### src/rtl/spi_slave_receiver.sv
// SPI mode-0 receive endpoint: synchronizes ss_n/sclk/mosi into the clock domain, shifts
// words in MSB-first, and hands them off through a valid/ready holding register.
module spi_slave_receiver #(
    parameter int unsigned WIDTH       = 8,  // must be >= 2
    parameter int unsigned SYNC_STAGES = 2   // must be >= 2
) (
    input  logic             clock,
    input  logic             reset,
    input  logic             ss_n,
    input  logic             sclk,
    input  logic             mosi,
    output logic [WIDTH-1:0] data,
    output logic             valid,
    input  logic             ready,
    output logic             overrun,
    output logic             frame_error,
    output logic             busy
);

    localparam int unsigned CntW = (WIDTH > 1) ? $clog2(WIDTH) : 1;
    localparam logic [CntW-1:0] CntLast = CntW'(WIDTH - 1);

    typedef enum logic [0:0] {
        StIdle,
        StReceive
    } state_e;

    // Input synchronizers and edge detection
    logic [SYNC_STAGES-1:0] ss_sync_q;
    logic [SYNC_STAGES-1:0] sclk_sync_q;
    logic [SYNC_STAGES-1:0] mosi_sync_q;
    logic                   sclk_d_q;
    logic                   ss_d_q;
    logic                   ss_n_s;
    logic                   sclk_s;
    logic                   mosi_s;
    logic                   rise;
    logic                   ss_fall;

    // Chains reset to 0 so a frame already in flight at reset release never yields ss_fall.
    always_ff @(posedge clock) begin
        if (!reset) begin
            ss_sync_q   <= '0;
            sclk_sync_q <= '0;
            mosi_sync_q <= '0;
            sclk_d_q    <= 1'b0;
            ss_d_q      <= 1'b0;
        end else begin
            ss_sync_q   <= {ss_sync_q[SYNC_STAGES-2:0], ss_n};
            sclk_sync_q <= {sclk_sync_q[SYNC_STAGES-2:0], sclk};
            mosi_sync_q <= {mosi_sync_q[SYNC_STAGES-2:0], mosi};
            sclk_d_q    <= sclk_s;
            ss_d_q      <= ss_n_s;
        end
    end

    assign ss_n_s  = ss_sync_q[SYNC_STAGES-1];
    assign sclk_s  = sclk_sync_q[SYNC_STAGES-1];
    assign mosi_s  = mosi_sync_q[SYNC_STAGES-1];
    assign rise    = sclk_s & ~sclk_d_q;
    assign ss_fall = ~ss_n_s & ss_d_q;

    // FSM: state register
    state_e state_q;
    state_e state_d;

    always_ff @(posedge clock) begin
        if (!reset) begin
            state_q <= StIdle;
        end else begin
            state_q <= state_d;
        end
    end

    // FSM: next state
    always_comb begin
        state_d = state_q;
        case (state_q)
            StIdle: begin
                if (ss_fall) begin
                    state_d = StReceive;
                end
            end
            StReceive: begin
                if (ss_n_s) begin
                    state_d = StIdle;
                end
            end
            default: state_d = StIdle;
        endcase
    end

    // FSM: decoded actions
    logic [CntW-1:0] cnt_q;
    logic            start;
    logic            shift_en;
    logic            word_done;
    logic            abort;
    logic            partial;

    // Deassertion takes priority over a coincident sclk rise.
    always_comb begin
        busy      = (state_q == StReceive);
        start     = (state_q == StIdle) & ss_fall;
        shift_en  = (state_q == StReceive) & ~ss_n_s & rise;
        word_done = shift_en & (cnt_q == CntLast);
        abort     = (state_q == StReceive) & ss_n_s;
        partial   = abort & (cnt_q != '0);
    end

    // Datapath
    logic [WIDTH-2:0] shift_q;
    logic [WIDTH-2:0] shift_d;
    logic [WIDTH-1:0] shift_nx;
    logic [CntW-1:0]  cnt_d;
    logic [WIDTH-1:0] data_q;
    logic [WIDTH-1:0] data_d;
    logic             valid_q;
    logic             valid_d;
    logic             overrun_q;
    logic             overrun_d;
    logic             frame_error_q;
    logic             frame_error_d;

    always_comb begin
        shift_nx      = {shift_q, mosi_s};
        shift_d       = shift_q;
        cnt_d         = cnt_q;
        data_d        = data_q;
        valid_d       = valid_q;
        overrun_d     = 1'b0;
        frame_error_d = partial;

        if (start || abort) begin
            shift_d = '0;
            cnt_d   = '0;
        end else if (shift_en) begin
            shift_d = shift_nx[WIDTH-2:0];
            cnt_d   = word_done ? '0 : cnt_q + 1'b1;
        end

        // A new word always wins; it only counts as overrun if the old one is not taken now.
        if (word_done) begin
            data_d    = shift_nx;
            valid_d   = 1'b1;
            overrun_d = valid_q & ~ready;
        end else if (valid_q && ready) begin
            valid_d = 1'b0;
        end
    end

    always_ff @(posedge clock) begin
        if (!reset) begin
            shift_q       <= '0;
            cnt_q         <= '0;
            data_q        <= '0;
            valid_q       <= 1'b0;
            overrun_q     <= 1'b0;
            frame_error_q <= 1'b0;
        end else begin
            shift_q       <= shift_d;
            cnt_q         <= cnt_d;
            data_q        <= data_d;
            valid_q       <= valid_d;
            overrun_q     <= overrun_d;
            frame_error_q <= frame_error_d;
        end
    end

    assign data        = data_q;
    assign valid       = valid_q;
    assign overrun     = overrun_q;
    assign frame_error = frame_error_q;

endmodule

### config.mk
export PLATFORM = sky130hd
export DESIGN_NAME = spi_slave_receiver
export DESIGN_NICKNAME = d
export VERILOG_FILES = /design/src/rtl/spi_slave_receiver.sv
export SDC_FILE = /design/constraint.sdc
export NUM_CORES = 1
export LEC_CHECK = 0
export ABC_CLOCK_PERIOD_IN_PS = 3110
export BUFFER_PORTS_ARGS = -buffer_cell sky130_fd_sc_hd__clkbuf_2
export CORE_MARGIN = 3
export CORE_UTILIZATION = 54
export CTS_BUF_LIST = sky130_fd_sc_hd__clkbuf_2
export CTS_CLUSTER_SIZE = 28
export DETAILED_ROUTE_END_ITERATION = 10
export PLACE_DENSITY = 0.77
export SYNTH_ARGS = -nofsm -noshare
export SYNTH_HDL_FRONTEND = slang
export SYNTH_SLANG_ARGS = --single-unit
export TNS_END_PERCENT = 5
### constraint.sdc
create_clock -name clock -period 3.11 [get_ports clock]
set_input_delay 0.622 -clock clock [delete_from_list [all_inputs] [get_ports clock]]
set_output_delay 0.622 -clock clock [all_outputs]
set_load 0.01 [all_outputs]
==> impl_metrics.env, run 1 <==
export IMPL_path_buf_inv=1
export IMPL_met1_usage=0.163
export IMPL_htree_levels=2
export IMPL_synth_seq_cells=30
export IMPL_finClkSkew_ns=0.0117
export IMPL_crit_type="reg -> out"
export IMPL_synth_compound_area_share=0.0521
export IMPL_pin_count=18
export IMPL_finalMaxSlewViolations=0
export IMPL_firstDrtPassIters=4
export IMPL_r2r_start="busy"
export IMPL_yosysTopAreaCellShare=0.544
export IMPL_tns_ns=0
export IMPL_cts_tree="yes"
export IMPL_crit_fanout=7
export IMPL_synth_adder_area_share=0.0340
export IMPL_hp_class="reg -> reg"
export IMPL_synth_simple_area_share=0.256
export IMPL_die_area_sq_um=2620
export IMPL_maxCapViolations=0
export IMPL_postSynthCellCount=116
export IMPL_wl_um=1760
export IMPL_io_buffers=17
export IMPL_die_y_um=51.2
export IMPL_cts_setup_buffers=0
export IMPL_p_leak_nw=0.488
export IMPL_critical_path_top_delay_family="flip-flops"
export IMPL_fin_crit_ns=1.58
export IMPL_p_int_mw=0.444
export IMPL_drc=0
export IMPL_antenna_found_initial=0
export IMPL_critPathMaxStageDelay_ns=0.45
export IMPL_cts_buffers=5
export IMPL_yosysSeqAreaShare=0.544
export IMPL_rr_endpoint="data[7]"
export IMPL_synth_cell_type_count=23
export IMPL_numClockSinks=30
export IMPL_yosysWarningCount=0
export IMPL_min_from="ss_sync_q[0]"
export IMPL_worstSkewPairLatency_ns=0.35
export IMPL_synth_xor_area_frac=0
export IMPL_rsz0062_at_grt="no"
export IMPL_synth_area_per_cell_sq_um=9.52
export IMPL_cts_root_buffer="clkbuf_2"
export IMPL_grt_total_usage=0.156
export IMPL_grt_remaining_overflow=0
export IMPL_wl_per_cell_um=11.1
export IMPL_core_area_sq_um=1820
export IMPL_cpMaxStageDelayCell="dfxtp_1"
export IMPL_rr_worst_depth=3
export IMPL_hold_end="ss_sync_q[1]"
export IMPL_dp_hpwl_um=1180
export IMPL_syn_area_sq_um=1100
export IMPL_grt_util_met3=0.0525
export IMPL_place_ws_ns=1.50
export IMPL_place_congestion=0.746
export IMPL_final_hold_violation_count=0
export IMPL_synth_top_family_by_area="simple AND/OR/NAND/NOR gates"
export IMPL_cp_data_required_time_ns=2.49
export IMPL_fin_nets=143
export IMPL_ant_nets=0
export IMPL_start_kind="register"
export IMPL_yosys_area_top_type="dfxtp_1"
export IMPL_setup_viol=0
export IMPL_relSlewSlack=0.686
export IMPL_vias_per_cell=4.86
export IMPL_synth_net_count=125
export IMPL_drt_iter0_markers=9
export IMPL_p_total_mw=0.581
export IMPL_start_util=0.607
export IMPL_p_sw_frac=0.235
export IMPL_max_freq_mhz=632
export IMPL_pwr_density_cell_nw_per_um2=477
export IMPL_crit_path_cell_trace="clkbuf_2"
export IMPL_ctsHoldBuffers=0
export IMPL_cp_end_kind="output port"
export IMPL_grt_use_met2=0.251
export IMPL_drive_above_1_share=0.201
export IMPL_r2r_slack_ns=1.59
export IMPL_path_clk_slew_ns=0.14
export IMPL_pwr_share_clk=0.298
export IMPL_grt_pass1_vias=706
export IMPL_synth_top_cells_by_area="dfxtp_1, nand2_1, mux2i_1"
export IMPL_critPathArrivalTime_ns=0.96
export IMPL_comb_power_share=0.027
export IMPL_p_seq_frac=0.675
export IMPL_finalCritPeriodShare=0.509
export IMPL_grt_max_degree=29
export IMPL_min_path_cells=1
export IMPL_ctsResizeCount=0
export IMPL_top_usage_layer="met2"
export IMPL_outcome="finished, final reports clean"
export IMPL_grt_pass1_wl_um=2890
export IMPL_diodes=0
export IMPL_fin_ws_ns=1.53
export IMPL_irDropWorstVdd_mv=0.360
export IMPL_synthMuxAreaShare=0.0725
export IMPL_num_vias=773
export IMPL_clk_path_buf_depth=2
export IMPL_area_delta_synth_final_pct=10.2
export IMPL_die_w_um=51.2
export IMPL_switching_power_mw=0.136
export IMPL_rows=15
export IMPL_layout_common_cells="nand2_1, dfxtp_1, clkbuf_2, a21oi_1"
export IMPL_final_common_cell="nand2_1"
export IMPL_tightest_slew_ns=0.471
==> cells by family (layout without fill, tap and decap cells) <==
family                   Yosys count  count (layout)
adder cells (fa/ha/maj)            3               3
multiplexers                       8               8
buffers and inverters              8              26
flip-flops                        30              30
AND/OR/NAND/NOR                   56              56
AO/OA/AOI/OAI                     11              11
==> power groups by stage <==
stage	sequential [mW]	clock (mW)	combinational [mW]
finish	0.392	0.173	0.0157
global route	0.393	0.199	0.0178
detailed placement	0.400	0	0.0160
global placement	0.400	0	0.0154
floorplan	0.400	0	0.0114
CTS	0.392	0.180	0.0160
==> synth_stat cells (all sizes together) <==
| library cell | n |
|---|---|
| nand2 | 35 |
| dfxtp | 30 |
| a21oi | 10 |
| and2 | 9 |
| mux2i | 8 |
| buf | 3 |
| clkbuf | 3 |
| ha | 3 |
| and3 | 2 |
| inv | 2 |
| and4bb | 1 |
| nand2b | 1 |
| nand3 | 1 |
| nand3b | 1 |
| nand4bb | 1 |
| nor2 | 1 |
| nor2b | 1 |
| nor3b | 1 |
| o21a | 1 |
| or3 | 1 |
| or3b | 1 |
==> how the worst max path moves through the flow <==
stage / from / to / slack (ns) / depth (start not counted)
finish: busy / busy / 1.53 / 1
global route: busy / busy / 1.46 / 1
CTS: busy / busy / 1.52 / 1
detailed placement: reset / shift_q[5] / 1.50 / 3
global placement: reset / shift_q[2] / 1.58 / 3
floorplan: reset / data[3] / 1.81 / 4
==> final cells by class <==
| type | count | area, sq um |
|---|---|---|
| timing repair buffer | 17 | 85.1 |
| tap | 25 | 31.3 |
| clock inverter | 2 | 10.0 |
| multi-input combinational | 78 | 458 |
| clock buffer | 5 | 25.0 |
| sequential | 30 | 601 |
| fill | 156 | 603 |
| inverter | 2 | 7.51 |
==> per-layer routing <==
layer  part of all wire  wire length [um]
met1               0.48               844
met2               0.42               743
met4              0.034                59
met3              0.064               112
met5                  0                 0
==> per-stage QoR <==
stage	hold WS (ns)	instance area, sq um	instances	util
floorplan	0.412	1100	116	-
global route	0.452	1220	159	0.669
detailed placement	0.422	1180	152	0.649
global placement	0.415	1180	152	0.649
CTS	0.454	1220	159	0.669
finish	0.450	1220	159	0.669
==> sequential cells by signal (all words and copies together) (netlist names) <==
signal	cells
ss_sync_q	2
data	8
sclk_sync_q	2
ss_d_q	1
busy	1
frame_error	1
overrun	1
cnt_q	3
shift_q	7
valid	1
sclk_d_q	1
mosi_sync_q	2
No activity file was read; power rests on OpenSTA's default activity.
==> run 2, diff against run 1 <==
- ABC_AREA: not set -> 1
- ABC_CLOCK_PERIOD_IN_PS: 3110 -> 1290
- CORE_UTILIZATION: 54 -> 51
- PLACE_DENSITY: 0.77 -> 0.76
- clock period: 3.11 -> 1.29 ns (I/O delays scaled with it)
==> run 2 against run 1 <==
Effect of this change:
- clock skew increased by 0.0091 ns
- largest power group unchanged
- utilization increased by 1.1 points
- area after synthesis increased by 2.4%
- highest routed layer unchanged
- final area increased by 13%
- sequential power increased by 140%
- sequential share of layout area decreased by 5.5 points
- register-to-register slack got worse by 1.5 ns
- global-route usage increased by 1.4 points
- non-clock buffer count increased by 5
- critical path type is now reg -> reg
- largest cell class unchanged
==> impl_metrics.env, run 2 <==
export IMPL_final_hold_violation_count=0
export IMPL_max_freq_mhz=838
export IMPL_yosysWarningCount=0
export IMPL_synth_cell_type_count=19
export IMPL_drt_iter0_markers=19
export IMPL_ant_nets=0
export IMPL_layout_common_cells="nand2_1, dfxtp_1, clkbuf_2, inv_1, a21oi_1"
export IMPL_start_kind="register"
export IMPL_yosys_area_top_type="dfxtp_1"
export IMPL_yosysTopAreaCellShare=0.531
export IMPL_drc=0
export IMPL_r2r_slack_ns=0.1
export IMPL_grt_pass1_wl_um=3340
export IMPL_cp_data_required_time_ns=1.57
export IMPL_grt_remaining_overflow=0
export IMPL_relSlewSlack=0.778
export IMPL_grt_total_usage=0.171
export IMPL_synth_seq_cells=30
export IMPL_ctsHoldBuffers=0
export IMPL_finClkSkew_ns=0.0208
export IMPL_num_vias=894
export IMPL_synth_edf_count=0
export IMPL_pwr_density_cell_nw_per_um2=1340
export IMPL_grt_util_met3=0.0592
export IMPL_drive_above_1_share=0.259
export IMPL_grt_max_degree=14
export IMPL_crit_fanout=5
export IMPL_clk_path_buf_depth=2
export IMPL_p_total_mw=1.84
export IMPL_r2r_start="cnt_q[0]"
export IMPL_placed_cells=177
export IMPL_antenna_found_initial=0
export IMPL_largest_reg_flops=8
export IMPL_tightest_slew_ns=0.331
export IMPL_htree_levels=2
export IMPL_postSynthCellCount=135
export IMPL_cts_tree="yes"
export IMPL_place_area_sq_um=1230
export IMPL_io_buffers=17
export IMPL_cp_end_kind="register"
export IMPL_cts_buffers=5
export IMPL_hp_class="in -> reg"
export IMPL_irDropWorstVdd_mv=1.19
export IMPL_whs_ns=0.0747
export IMPL_fin_cells=189
export IMPL_synthArstFlopShare=0
export IMPL_tns_ns=0
export IMPL_place_congestion=0.768
export IMPL_met1_usage=0.219
export IMPL_yosysSeqAreaShare=0.531
export IMPL_synth_top_cells_by_area="dfxtp_1, nand2_1, inv_1"
export IMPL_grt_pass1_vias=817
export IMPL_rows=16
export IMPL_synth_most_common_cell="nand2_1"
export IMPL_syn_area_sq_um=1130
export IMPL_area_delta_synth_final_pct=21.5
export IMPL_fillers=166
export IMPL_fin_crit_ns=1.19
export IMPL_cts_root_buffer="clkbuf_2"
export IMPL_synth_net_count=144
export IMPL_design_area_sq_um=1370
export IMPL_worstSetupEndpoint="data[6]"
export IMPL_die_y_um=53.1
export IMPL_pin_count=18
export IMPL_fin_nets=170
export IMPL_core_area_sq_um=2020
export IMPL_start_util=0.559
export IMPL_top_usage_layer="met2"
export IMPL_p_leak_nw=0.673
export IMPL_worstSkewPairLatency_ns=0.36
export IMPL_yosys_top_cells_count="nand2_1, dfxtp_1, inv_1"
export IMPL_path_clk_slew_ns=0.17
export IMPL_crit_type="reg -> reg"
export IMPL_rr_endpoint="data[6]"
export IMPL_vias_per_cell=4.73
export IMPL_die_w_um=53.1
export IMPL_outcome="finished, final reports clean"
export IMPL_grt_use_met2=0.231
export IMPL_synthFlopType="dfxtp_1"
export IMPL_numClockSinks=30
export IMPL_crit_start="cnt_q[0]"
export IMPL_rsz0062_at_grt="no"
export IMPL_firstDrtPassIters=4
export IMPL_final_common_cell="nand2_1"
export IMPL_maxCapViolations=0
export IMPL_wl_um=2030
export IMPL_die_area_sq_um=2820
export IMPL_finalCritPeriodShare=0.925
export IMPL_rr_worst_depth=6
export IMPL_dp_hpwl_um=1360
export IMPL_wl_per_cell_um=10.7
export IMPL_setup_viol=0
export IMPL_diodes=0
export IMPL_finalMaxSlewViolations=0
export IMPL_synth_area_per_cell_sq_um=8.38
export IMPL_critPathArrivalTime_ns=1.47
-- run 2: power by group --
| group | internal (mW) | switching (mW) |
|---|---|---|
| combinational | 0.0184 | 0.0365 |
| sequential | 0.939 | 0.00610 |
| clock | 0.517 | 0.324 |
-- run 2: area by class of cell --
cell class	instances	area, sq um	area share
clock inverter	3	63.8	0.0464
tap	27	33.8	0.0246
clock buffer	5	25.0	0.0182
inverter	19	73.8	0.0537
timing repair buffer	22	123	0.0893
sequential	30	602	0.438
multi-input combinational	83	453	0.330
-- run 2: stage by stage --
stage               setup WS (ns)  utilization
CTS                       0.00280        0.653
finish                     0.0963        0.679
global route               0.0102        0.679
global placement           0.0412        0.610
detailed placement         0.0218        0.610
floorplan                   0.102            -
-- run 2: logic make-up after synthesis --
| group | Yosys count | share of synthesized area |
|---|---|---|
| AND/OR/NAND/NOR | 65 | 0.261 |
| flip-flops | 30 | 0.531 |
| buffers and inverters | 23 | 0.0929 |
| AO/OA/AOI/OAI | 14 | 0.0819 |
| adder cells (fa/ha/maj) | 3 | 0.0332 |
-- run 2: repair_timing --
| action | in CTS | in global routing |
|---|---|---|
| setup endpoints to repair | 0 | 14 |
| setup buffers | 0 | 3 |
| resized for setup | 0 | 5 |
-- run 2: worst min-delay path by stage --
stage,startpoint,endpoint,slack [ns],cells past startpoint
after floorplan,mosi,mosi_sync_q[0],0.36,2
after global placement,mosi_sync_q[0],mosi_sync_q[1],0.40,2
after detailed placement,ss_sync_q[0],ss_sync_q[1],0.40,2
after CTS,sclk,sclk_sync_q[0],0.06,3
after global routing,mosi,mosi_sync_q[0],0.06,3
final,mosi,mosi_sync_q[0],0.07,3
-- run 2: critical path, stage by stage (launching register included) --
cell and delay, ns:
dfxtp_1 0.36, ha_1 0.20, ha_4 0.18, nand3_4 0.11, buf_4 0.17, nand3_1 0.06
nand2_1 0.05
-- run 2: per-layer routing --
metal | vias up | share of wire
met5 | - | 0
met4 | 0 | 0.031
met3 | 8 | 0.069
met2 | 25 | 0.44
met1 | 393 | 0.46
li1 | 468 | -
